[config.mk]
export PLATFORM = sky130hd
export DESIGN_NAME = jtopl_wr_sched
export DESIGN_NICKNAME = d
export VERILOG_FILES = /design/src/rtl/jtopl_pkg.sv /design/src/rtl/jtopl_wr_fifo.sv /design/src/rtl/jtopl_wr_sched.sv
export SDC_FILE = /design/constraint.sdc
export NUM_CORES = 1
export LEC_CHECK = 0
export CAP_MARGIN = 15
export CORE_AREA = 2 2 117 119
export CTS_CLUSTER_SIZE = 28
export DETAILED_ROUTE_END_ITERATION = 12
export DIE_AREA = 0 0 119 121
export HOLD_SLACK_MARGIN = 0.05
export SETUP_SLACK_MARGIN = 0.1
export SLEW_MARGIN = 10
export SYNTH_ARGS = -nofsm -noshare
export SYNTH_HDL_FRONTEND = slang
export SYNTH_HIERARCHICAL = 1
export SYNTH_SLANG_ARGS = --single-unit
[constraint.sdc]
create_clock -name clk -period 2.69 [get_ports clk]
set_input_delay 0.269 -clock clk [delete_from_list [all_inputs] [get_ports clk]]
set_output_delay 0.269 -clock clk [all_outputs]
set_load 0.005 [all_outputs]
[src/rtl/jtopl_pkg.sv]
// Shared constants for the OPL register-write scheduler: register-range bases,
// FSM state encoding, update-strobe bit positions and the address decoder.
package jtopl_pkg;

    localparam logic [7:0] ADDR_MULT   = 8'h20;
    localparam logic [7:0] ADDR_KSL_TL = 8'h40;
    localparam logic [7:0] ADDR_AR_DR  = 8'h60;
    localparam logic [7:0] ADDR_SL_RR  = 8'h80;
    localparam logic [7:0] ADDR_FNUMLO = 8'hA0;
    localparam logic [7:0] ADDR_FNUMHI = 8'hB0;
    localparam logic [7:0] ADDR_RHY    = 8'hBD;
    localparam logic [7:0] ADDR_FBCON  = 8'hC0;
    localparam logic [7:0] ADDR_WAV    = 8'hE0;

    localparam logic [1:0] ST_IDLE = 2'd0;
    localparam logic [1:0] ST_LOAD = 2'd1;
    localparam logic [1:0] ST_HOLD = 2'd2;

    localparam int STB_MULT   = 0;
    localparam int STB_KSL_TL = 1;
    localparam int STB_AR_DR  = 2;
    localparam int STB_SL_RR  = 3;
    localparam int STB_WAV    = 4;
    localparam int STB_FNUMLO = 5;
    localparam int STB_FNUMHI = 6;
    localparam int STB_FBCON  = 7;
    localparam int STB_RHY    = 8;
    localparam int NSTB       = 9;

    typedef struct packed {
        logic [NSTB-1:0] strobe;  // one-hot, zero for a discarded address
        logic            op;      // operator write: group/sub are meaningful
        logic            chan;    // channel write: ch is meaningful
        logic [3:0]      ch;
        logic [1:0]      group;
        logic [2:0]      sub;
    } wr_dec_t;

    function automatic wr_dec_t wr_decode(input logic [7:0] addr);
        wr_dec_t d;
        // NOTE: every field gets a default before the branches, so no path leaves a value unassigned.
        d        = '0;
        d.ch     = addr[3:0];
        d.group  = addr[4:3];
        d.sub    = addr[2:0];
        if (addr == ADDR_RHY) begin
            d.strobe[STB_RHY] = 1'b1;
        end else if (addr[4:3] != 2'd3 && addr[2:0] <= 3'd5) begin
            d.op = 1'b1;
            case (addr & 8'hE0)
                ADDR_MULT:   d.strobe[STB_MULT]   = 1'b1;
                ADDR_KSL_TL: d.strobe[STB_KSL_TL] = 1'b1;
                ADDR_AR_DR:  d.strobe[STB_AR_DR]  = 1'b1;
                ADDR_SL_RR:  d.strobe[STB_SL_RR]  = 1'b1;
                ADDR_WAV:    d.strobe[STB_WAV]    = 1'b1;
                default:     d.op                 = 1'b0;
            endcase
        end
        // Channel ranges live at 0xA0-0xCF, disjoint from the operator bases above.
        if (!d.op && addr != ADDR_RHY && addr[3:0] <= 4'd8) begin
            d.chan = 1'b1;
            case (addr & 8'hF0)
                ADDR_FNUMLO: d.strobe[STB_FNUMLO] = 1'b1;
                ADDR_FNUMHI: d.strobe[STB_FNUMHI] = 1'b1;
                ADDR_FBCON:  d.strobe[STB_FBCON]  = 1'b1;
                default:     d.chan               = 1'b0;
            endcase
        end
        return d;
    endfunction

endpackage

[src/rtl/jtopl_wr_fifo.sv]
// Show-ahead FIFO holding pending {addr,data} register writes.
// dout always presents the oldest entry while empty is low.
module jtopl_wr_fifo #(
    parameter int DEPTH = 4,
    parameter int W     = 16
) (
    input  logic                     clk,
    input  logic                     rst_n,
    input  logic                     push,
    input  logic                     pop,
    input  logic [W-1:0]             din,
    output logic [W-1:0]             dout,
    output logic                     full,
    output logic                     empty,
    output logic [$clog2(DEPTH):0]   count
);

    localparam int AW = $clog2(DEPTH);

    logic [W-1:0]  mem [DEPTH];
    logic [AW-1:0] wr_ptr;
    logic [AW-1:0] rd_ptr;
    logic          push_ok;
    logic          pop_ok;

    assign full    = (count == (AW+1)'(DEPTH));
    assign empty   = (count == '0);
    assign push_ok = push && !full;
    assign pop_ok  = pop && !empty;
    assign dout    = mem[rd_ptr];

    // NOTE: the storage array carries no reset; the pointers and count alone decide which entries are valid.
    always_ff @(posedge clk) begin
        if (push_ok) mem[wr_ptr] <= din;
    end

    // NOTE: sequential state uses non-blocking assignments so every flop samples pre-edge values.
    always_ff @(posedge clk or negedge rst_n) begin
        if (!rst_n) begin
            wr_ptr <= '0;
            rd_ptr <= '0;
            count  <= '0;
        end else begin
            if (push_ok) wr_ptr <= wr_ptr + 1'b1;
            if (pop_ok)  rd_ptr <= rd_ptr + 1'b1;
            case ({push_ok, pop_ok})
                2'b10:   count <= count + 1'b1;
                2'b01:   count <= count - 1'b1;
                default: count <= count;
            endcase
        end
    end

endmodule

[src/rtl/jtopl_wr_sched.sv]
// Serialises register writes toward the OPL register block: queues requests,
// decodes each address and holds its update strobe for HOLD slot-rate cen pulses.
module jtopl_wr_sched
    import jtopl_pkg::*;
#(
    parameter int DEPTH = 4,
    parameter int HOLD  = 21
) (
    input  logic       clk,
    input  logic       rst_n,
    input  logic       cen,
    input  logic       req_valid,
    output logic       req_ready,
    input  logic [7:0] req_addr,
    input  logic [7:0] req_data,
    output logic       busy,
    output logic [7:0] din,
    output logic       write,
    output logic [3:0] sel_ch,
    output logic [1:0] sel_group,
    output logic [2:0] sel_sub,
    output logic       up_mult,
    output logic       up_ksl_tl,
    output logic       up_ar_dr,
    output logic       up_sl_rr,
    output logic       up_wav,
    output logic       up_fnumlo,
    output logic       up_fnumhi,
    output logic       up_fbcon,
    output logic       up_rhy,
    output logic [7:0] rhy_data
);

    localparam int CW = (HOLD > 1) ? $clog2(HOLD) : 1;

    logic [1:0]             state;
    logic [CW-1:0]          cnt;
    logic [NSTB-1:0]        strobe;
    logic                   fifo_full;
    logic                   fifo_empty;
    logic [$clog2(DEPTH):0] fifo_count;
    logic [15:0]            fifo_dout;
    logic                   push;
    logic                   pop;
    wr_dec_t                head_dec;

    assign req_ready = !fifo_full;
    assign push      = req_valid && req_ready;
    assign pop       = (state == ST_IDLE) && !fifo_empty;
    assign busy      = (fifo_count != '0) || (state != ST_IDLE);
    assign head_dec  = wr_decode(fifo_dout[15:8]);

    jtopl_wr_fifo #(
        .DEPTH (DEPTH),
        .W     (16)
    ) u_fifo (
        .clk   (clk),
        .rst_n (rst_n),
        .push  (push),
        .pop   (pop),
        .din   ({req_addr, req_data}),
        .dout  (fifo_dout),
        .full  (fifo_full),
        .empty (fifo_empty),
        .count (fifo_count)
    );

    always_ff @(posedge clk or negedge rst_n) begin
        if (!rst_n) begin
            state     <= ST_IDLE;
            cnt       <= '0;
            strobe    <= '0;
            write     <= 1'b0;
            din       <= '0;
            sel_ch    <= '0;
            sel_group <= '0;
            sel_sub   <= '0;
            rhy_data  <= '0;
        end else begin
            case (state)
                ST_IDLE: begin
                    // The popped head is decoded here so its outputs are already valid during LOAD.
                    if (!fifo_empty) begin
                        state <= ST_LOAD;
                        if (head_dec.strobe != '0) begin
                            strobe <= head_dec.strobe;
                            write  <= 1'b1;
                            din    <= fifo_dout[7:0];
                            if (head_dec.strobe[STB_RHY]) rhy_data <= fifo_dout[7:0];
                            if (head_dec.op) begin
                                sel_group <= head_dec.group;
                                sel_sub   <= head_dec.sub;
                            end
                            if (head_dec.chan) sel_ch <= head_dec.ch;
                        end
                    end
                end
                ST_LOAD: begin
                    write <= 1'b0;
                    if (strobe != '0 && !strobe[STB_RHY]) begin
                        state <= ST_HOLD;
                        cnt   <= CW'(HOLD - 1);
                    end else begin
                        state  <= ST_IDLE;
                        strobe <= '0;
                    end
                end
                ST_HOLD: begin
                    if (cen) begin
                        if (cnt == '0) begin
                            strobe <= '0;
                            state  <= ST_IDLE;
                        end else begin
                            cnt <= cnt - 1'b1;
                        end
                    end
                end
                default: begin
                    state  <= ST_IDLE;
                    strobe <= '0;
                    write  <= 1'b0;
                end
            endcase
        end
    end

    assign up_mult   = strobe[STB_MULT];
    assign up_ksl_tl = strobe[STB_KSL_TL];
    assign up_ar_dr  = strobe[STB_AR_DR];
    assign up_sl_rr  = strobe[STB_SL_RR];
    assign up_wav    = strobe[STB_WAV];
    assign up_fnumlo = strobe[STB_FNUMLO];
    assign up_fnumhi = strobe[STB_FNUMHI];
    assign up_fbcon  = strobe[STB_FBCON];
    assign up_rhy    = strobe[STB_RHY];

endmodule

==> out/qor.yml, run 1 <==
placement:
  dpl-instance-area_um2: 5530
  place_congestion: 0.745
  dp_hpwl_um: 6200
  port_buffers: 56
sta:
  worst_slew_pin_slew_ns: 0.645
  final-setup-viol-count: 0
  relSlewSlack_pct: 57.0
  fin_hold_ws_ns: 0.419
  rsz0062_at_grt: "no"
  fmax_ghz: 0.406
  fin_tns_setup_ns: 0
  skew_ns: 0.00753
  fin_crit_sh_pct: 91.6
  period_minus_slack_ns: 2.46
  hold_viol_final: 0
  slew_violations: 0
cells_and_area:
  drive_gt1_share_pct: 26.1
  layout.nets: 389
  multi_input_area_um2: 1410
  final_util_pct: 46.7
  seq_area_um2: 3150
  fill_cells: 1104
  antennaDiodeCount: 0
  stdcell_area_um2: 6110
  synthToLayoutAreaGrowth_pct: 31.3
die:
  core_um2: 13100
  die_w_um: 119
  rows: 42
  die_h_um: 121
  dieArea_um2: 14400
  io_pins: 57
  initial_core_util_pct: 35.6
global_route:
  overflow: 0
  grt_pass1_wl_um: 14500
  antenna_found_initial: 0
  grt_pass1_vias: 2693
  grt_max_degree: 28
  grt_use_total_pct: 13.5
detailed_routing:
  drt-total-wl_um: 9040
  dr.first_iter.drc_count: 195
  drc: 0
  vias_per_cell: 4.84
  wl_per_cell_um: 16.4
  postRouteAntennaNets: 0
  drtPass1Iterations: 4
  num_vias: 2665
synthesis:
  synth_area_um2: 4650
  synthCells: 270
  synthArstFlopShare_pct: 43.4
  synth_top_area_share_pct: 41.3
  synth_largest_area_cell: "edfxtp_1"
  synth_edf_count: 64
  syn_avg_cell_area_um2: 17.2
  synth.top_cells.by_area: "edfxtp_1 41%, dfrtp_1 26%, mux2_2 5.6%"
  ys_warn_count: 6
  ys_dominant_reg_cell: "edfxtp_1"
  yosysMostFrequentCell: "edfxtp_1"
  seq_area_frac_synth_pct: 67.7
  synth.distinct_cells: 49
  synth_common_cells: "64 x edfxtp_1, 49 x dfrtp_1, 23 x mux2_2"
  mappedNetlistNets: 297
  synth_seq_cells: 113
clock_network:
  worstSkewPairLatency_ns: 0.41
  numCtsBuffers: 17
  cts.sinks: 113
  htree_num_levels: 4
  cts_tree: "yes"
  cts_root_buf: "clkbuf_16"
  cts_buffer_depth: 2
  clk_pin_slew_ns: 0.05
worst_setup_path:
  critPathRequiredTime_ns: 2.98
  criticalPathCategory: "reg -> reg"
  path_common_cell: "buf_4"
  critPathCaptureType: "flop"
  crit_fanout: 8
  startpoint_type: "flop"
  crit_chain: "mux4_1 > buf_4 > a22oi_2 > o211a_1 > nor3_4 > buf_4 > a21o_2 > a22o_1"
  critPathMaxStageDelay_ns: 0.63
  cpMaxStageDelayCell: "mux4_1"
  cp.arrival_ns: 2.76
pwr:
  switching_share_pct: 31.8
  p_sw_mw: 2.45
  p_int_mw: 5.27
  p_per_area_nw_per_um2: 1260
  combPwrFrac_pct: 39.5
  pwr-share-seq_pct: 34.8
  p_clk_share_pct: 25.7
  ir_worst_vdd_v: 0.000645
  p_leak_nw: 2.35
job:
  cap_violations: 0
hold_path:
  hp-class: "in -> async"
status:
  status: "finished clean"
-- registers in the layout (all words and copies together), names as in the netlist, 3 cells and up --
| register | flops |
|---|---|
| strobe | 9 |
| sel_ch | 4 |
| cnt | 5 |
| u_fifo/mem | 64 |
| rhy_data | 8 |
| din | 8 |
| u_fifo/count | 3 |
| sel_sub | 3 |
-- cells by family (layout without fill, tap and decap cells) --
family	Yosys count	after routing	share of synthesized area, %
DFF	113	113	67.7
buffers and inverters	19	124	2.15
and+or+nand+nor	49	49	6.40
muxes	44	44	15.1
xor gates and xnor gates	8	8	1.51
adders and majority gates	7	7	2.04
AOI/OAI and AO/OA	30	30	5.11
-- layout by cell type, fill, tap and decap left out, types with 4 or more instances in the layout --
master,netlist,routed
buf_4,0,20
o21ai_0,4,4
and2_1,4,4
a32o_1,4,4
dfrtp_1,49,49
mux2_2,23,23
xor2_1,5,5
mux4_2,8,13
nor2_1,10,10
nand2b_1,5,5
nand2_1,7,6
clkinv_2,0,4
ha_1,6,6
clkbuf_16,0,17
edfxtp_1,64,64
clkdlybuf4s50_1,0,55
inv_1,13,13
-- worst max-delay path: cells and delay by family, from the launching register on --
kind / cells / cell delay, ns
compound gates: 4 / 0.93
buf+inv: 2 / 0.33
mux: 1 / 0.63
simple gates: 1 / 0.06
flops: 1 / 0.40
-- area by class of cell --
type,instances,area share (%)
Multi-Input combinational cell,138,23.1
Inverter,13,0.799
Tap cell,176,3.61
Timing Repair Buffer,79,12.2
Clock buffer,20,7.15
Clock inverter,12,1.54
Sequential cell,113,51.6
-- path summary, 6_finish.rpt --
path | slack (ns) | depth (start not counted) | startpoint | end
worst min-delay path | 0.42 | 2 | rst_n | sel_group[0]
worst min register to register | 0.50 | 1 | din[4] | din[4]
worst max-delay path | 0.23 | 8 | u_fifo/rd_ptr[0] | strobe[6]
min in group clk | 0.49 | 1 | req_data[6] | u_fifo/mem[3][6]
worst max register to register | 0.23 | 8 | u_fifo/rd_ptr[0] | strobe[6]
max in group asynchronous | 1.51 | 3 | rst_n | rhy_data[4]
-- power by group through the flow --
stage / sequential (mW) / clock [mW] / combinational (mW)
after floorplan: 2.62 / 0 / 1.84
after global placement: 2.70 / 0 / 2.87
after detailed placement: 2.70 / 0 / 2.91
after CTS: 2.68 / 2.03 / 3.04
after global routing: 2.74 / 2.11 / 3.34
final: 2.69 / 1.99 / 3.05
-- layer usage --
metal,vias to the layer above,routed length (um),track usage (%)
met4,0,193,6.77
met5,-,0,0
met2,72,4160,20.5
met1,1353,4250,17.4
li1,1223,-,-
met3,17,432,4.32
-- timing repair --
| item | CTS | global route |
|---|---|---|
| pin swaps | 1 | 4 |
| hold buffers | 1 | 0 |
| endpoints found under the hold margin | 26 | 0 |
| setup buffers | 1 | 0 |
| cloned | 0 | 0 |
| endpoints found under the setup margin | 8 | 21 |
| gates resized for setup | 2 | 9 |
-- per-stage QoR --
| step | cells | worst slack [ns] | total power, mW |
|---|---|---|---|
| global placement | 517 | 0.138 | 5.56 |
| global route | 551 | 0.121 | 8.19 |
| finish | 551 | 0.226 | 7.72 |
| floorplan | 270 | 0.211 | 4.46 |
| detailed placement | 517 | 0.0459 | 5.62 |
| CTS | 551 | 0.0932 | 7.74 |
Note: power is estimated with default switching activity, not from simulation.
==> run 2, diff against run 1 <==
--- a/config.mk
+++ b/config.mk
@@ -11,8 +11,9 @@
 export DETAILED_ROUTE_END_ITERATION = 12
 export DIE_AREA = 0 0 119 121
 export HOLD_SLACK_MARGIN = 0.05
+export RECOVER_POWER = 25
 export SETUP_SLACK_MARGIN = 0.1
-export SLEW_MARGIN = 10
+export SLEW_MARGIN = 15
 export SYNTH_ARGS = -nofsm -noshare
 export SYNTH_HDL_FRONTEND = slang
 export SYNTH_HIERARCHICAL = 1
==> run 2 against run 1 <==
  * The run now ends with capacitance limit, slew limit left
  * Register-to-register slack about the same
  * Die area is the same
  * Sequential power about the same
  * Worst hold slack better by 0.080 ns
  * Core utilization is essentially flat
  * Global-route usage is the same
  * Flip-flop and latch count is the same
  * Cell area hardly changed
  * Setup slack worse by 0.00098 ns
  * Cell count increased by 0.18%
  * Clock skew hardly changed
  * Critical path type unchanged
  * Critical endpoint unchanged
==> out/qor.yml, run 2 (synthesis gave the netlist of run 1 again) <==
worst_setup_path:
  crit_fanout: 8
  cp.arrival_ns: 2.76
  critPathCaptureType: "flop"
  startpoint_type: "flop"
  r2r_slack_ns: 0.22
  r2r-start: "u_fifo/rd_ptr[0]"
  rr_worst_depth: 8
  critPathRequiredTime_ns: 2.98
  r2r_end: "strobe[6]"
  criticalPathCategory: "reg -> reg"
cells_and_area:
  largest-register: "u_fifo/mem"
  layout.nets: 389
  largest_register_ffs: 64
  synthToLayoutAreaGrowth_pct: 31.3
  final_common_cell: "edfxtp_1"
  final_util_pct: 46.7
  drive_gt1_share_pct: 25.9
  seq_area_um2: 3150
  multi_input_area_um2: 1410
  fill_cells: 1106
  final_cell_mix: "64 x edfxtp_1, 49 x dfrtp_1, 39 x clkdlybuf4s50_1, 23 x mux2_2, 20 x buf_4"
  top_regs: "u_fifo/mem x64, strobe x9"
clock_network:
  htree_num_levels: 4
  worstSkewPairLatency_ns: 0.41
  cts_root_buf: "clkbuf_16"
  numCtsBuffers: 17
  cts.sinks: 113
  clk_pin_slew_ns: 0.05
  cts_buffer_depth: 2
  cts_tree: "yes"
sta:
  setup_ws_ns: 0.225
  skew_ns: 0.00749
  period_minus_slack_ns: 2.47
  fin_crit_sh_pct: 91.6
  final-setup-viol-count: 0
  slew_violations: 28
  fin_hold_ws_ns: 0.499
  hold_viol_final: 0
  worst_slew_pin_slew_ns: 1.55
  fin_tns_setup_ns: 0
  fmax_ghz: 0.406
  relSlewSlack_pct: -3.15
  rsz0062_at_grt: "no"
die:
  initial_core_util_pct: 35.6
  io_pins: 57
  rows: 42
  dieArea_um2: 14400
  die_h_um: 121
  die_w_um: 119
  core_um2: 13100
placement:
  port_buffers: 56
  pre_cts_slack_ns: 0.0459
  place_congestion: 0.745
  dp_hpwl_um: 6200
hold_path:
  worstHoldStart: "din[4]"
  whs_path_depth: 1
  hold_path_end: "din[4]"
  hp-class: "reg -> reg"
detailed_routing:
  drc: 0
  num_vias: 2686
  wl_per_cell_um: 16.4
  vias_per_cell: 4.87
  drtPass1Iterations: 4
  postRouteAntennaNets: 0
  drt-total-wl_um: 9050
  dr.first_iter.drc_count: 207
pwr:
  p_leak_nw: 2.35
  p_per_area_nw_per_um2: 1260
  totalPowerFinal_mw: 7.71
  ir_worst_vdd_v: 0.000645
job:
  cap_violations: 1
global_route:
  overflow: 0
  grt_pass1_vias: 2693
  grt_pass1_wl_um: 14500
  grt_max_degree: 28
  grt_use_total_pct: 13.5
  antenna_found_initial: 1
status:
  violations: "capacitance limit, slew limit"
  status: "complete, but fails checks"
## run 2: cell count changes in the layout (fill, tap and decap cells not counted), sizes merged
| cell | delta |
|---|---|
| clkdlybuf4s50 | -16 |
| dlygate4sd3 | +16 |
| buf | -1 |
| clkbuf | +1 |
| diode | +1 |
## run 2: worst max-delay path by stage
stage / depth (start not counted) / end / startpoint / slack (ns)
final: 8 / strobe[6] / u_fifo/rd_ptr[0] / 0.22
after global routing: 9 / strobe[6] / u_fifo/rd_ptr[0] / 0.12
after CTS: 7 / rhy_data[5] / u_fifo/rd_ptr[0] / 0.09
after detailed placement: 7 / din[0] / u_fifo/rd_ptr[0] / 0.05
after global placement: 7 / din[3] / u_fifo/rd_ptr[0] / 0.14
after floorplan: 8 / din[0] / u_fifo/rd_ptr[0] / 0.21
## run 2: layer usage
layer / up-vias / GRT usage [%] / wire [um]
met5: - / 0 / 0
met4: 0 / 6.77 / 193
met3: 17 / 4.32 / 411
met2: 71 / 20.5 / 4190
met1: 1373 / 17.4 / 4260
li1: 1225 / - / -
## run 2: timing repair
action,in CTS,in global routing
endpoints found under the hold margin,26,0
setup buffers,1,0
setup endpoints to repair,8,21
hold buffers,1,0
resized for setup,2,9
pin swaps,1,4
## run 2: final cells by class
type / count / area share [%]
flip-flops and latches: 113 / 51.5
multi-input cells: 138 / 23.1
repair buffers: 79 / 12.2
clock buffers: 20 / 7.15
well taps: 176 / 3.61
clock inverters: 12 / 1.54
inverters: 13 / 0.799
diodes: 1 / 0.0410
## run 2: through the flow
stage	cells	cell area, um2
3_5_place_dp	517	5530
5_1_grt	552	6110
4_1_cts	551	6110
2_1_floorplan	270	4650
3_3_place_gp	517	5530
6_report	552	6110
## run 2: worst max-delay path, stage by stage (launching register included)
cell and delay [ns]:
dfrtp_1 0.40, buf_4 0.16, mux4_2 0.52, o31ai_2 0.30, a21boi_4 0.25, nor3_4 0.07, buf_4 0.14, a21o_2 0.27
a22o_1 0.24
## run 2: power by group
group / switching (mW) / internal (mW) / leakage [nW]
registers: 0.308 / 2.38 / 1.20
logic: 1.41 / 1.63 / 0.891
clock network: 0.738 / 1.25 / 0.256
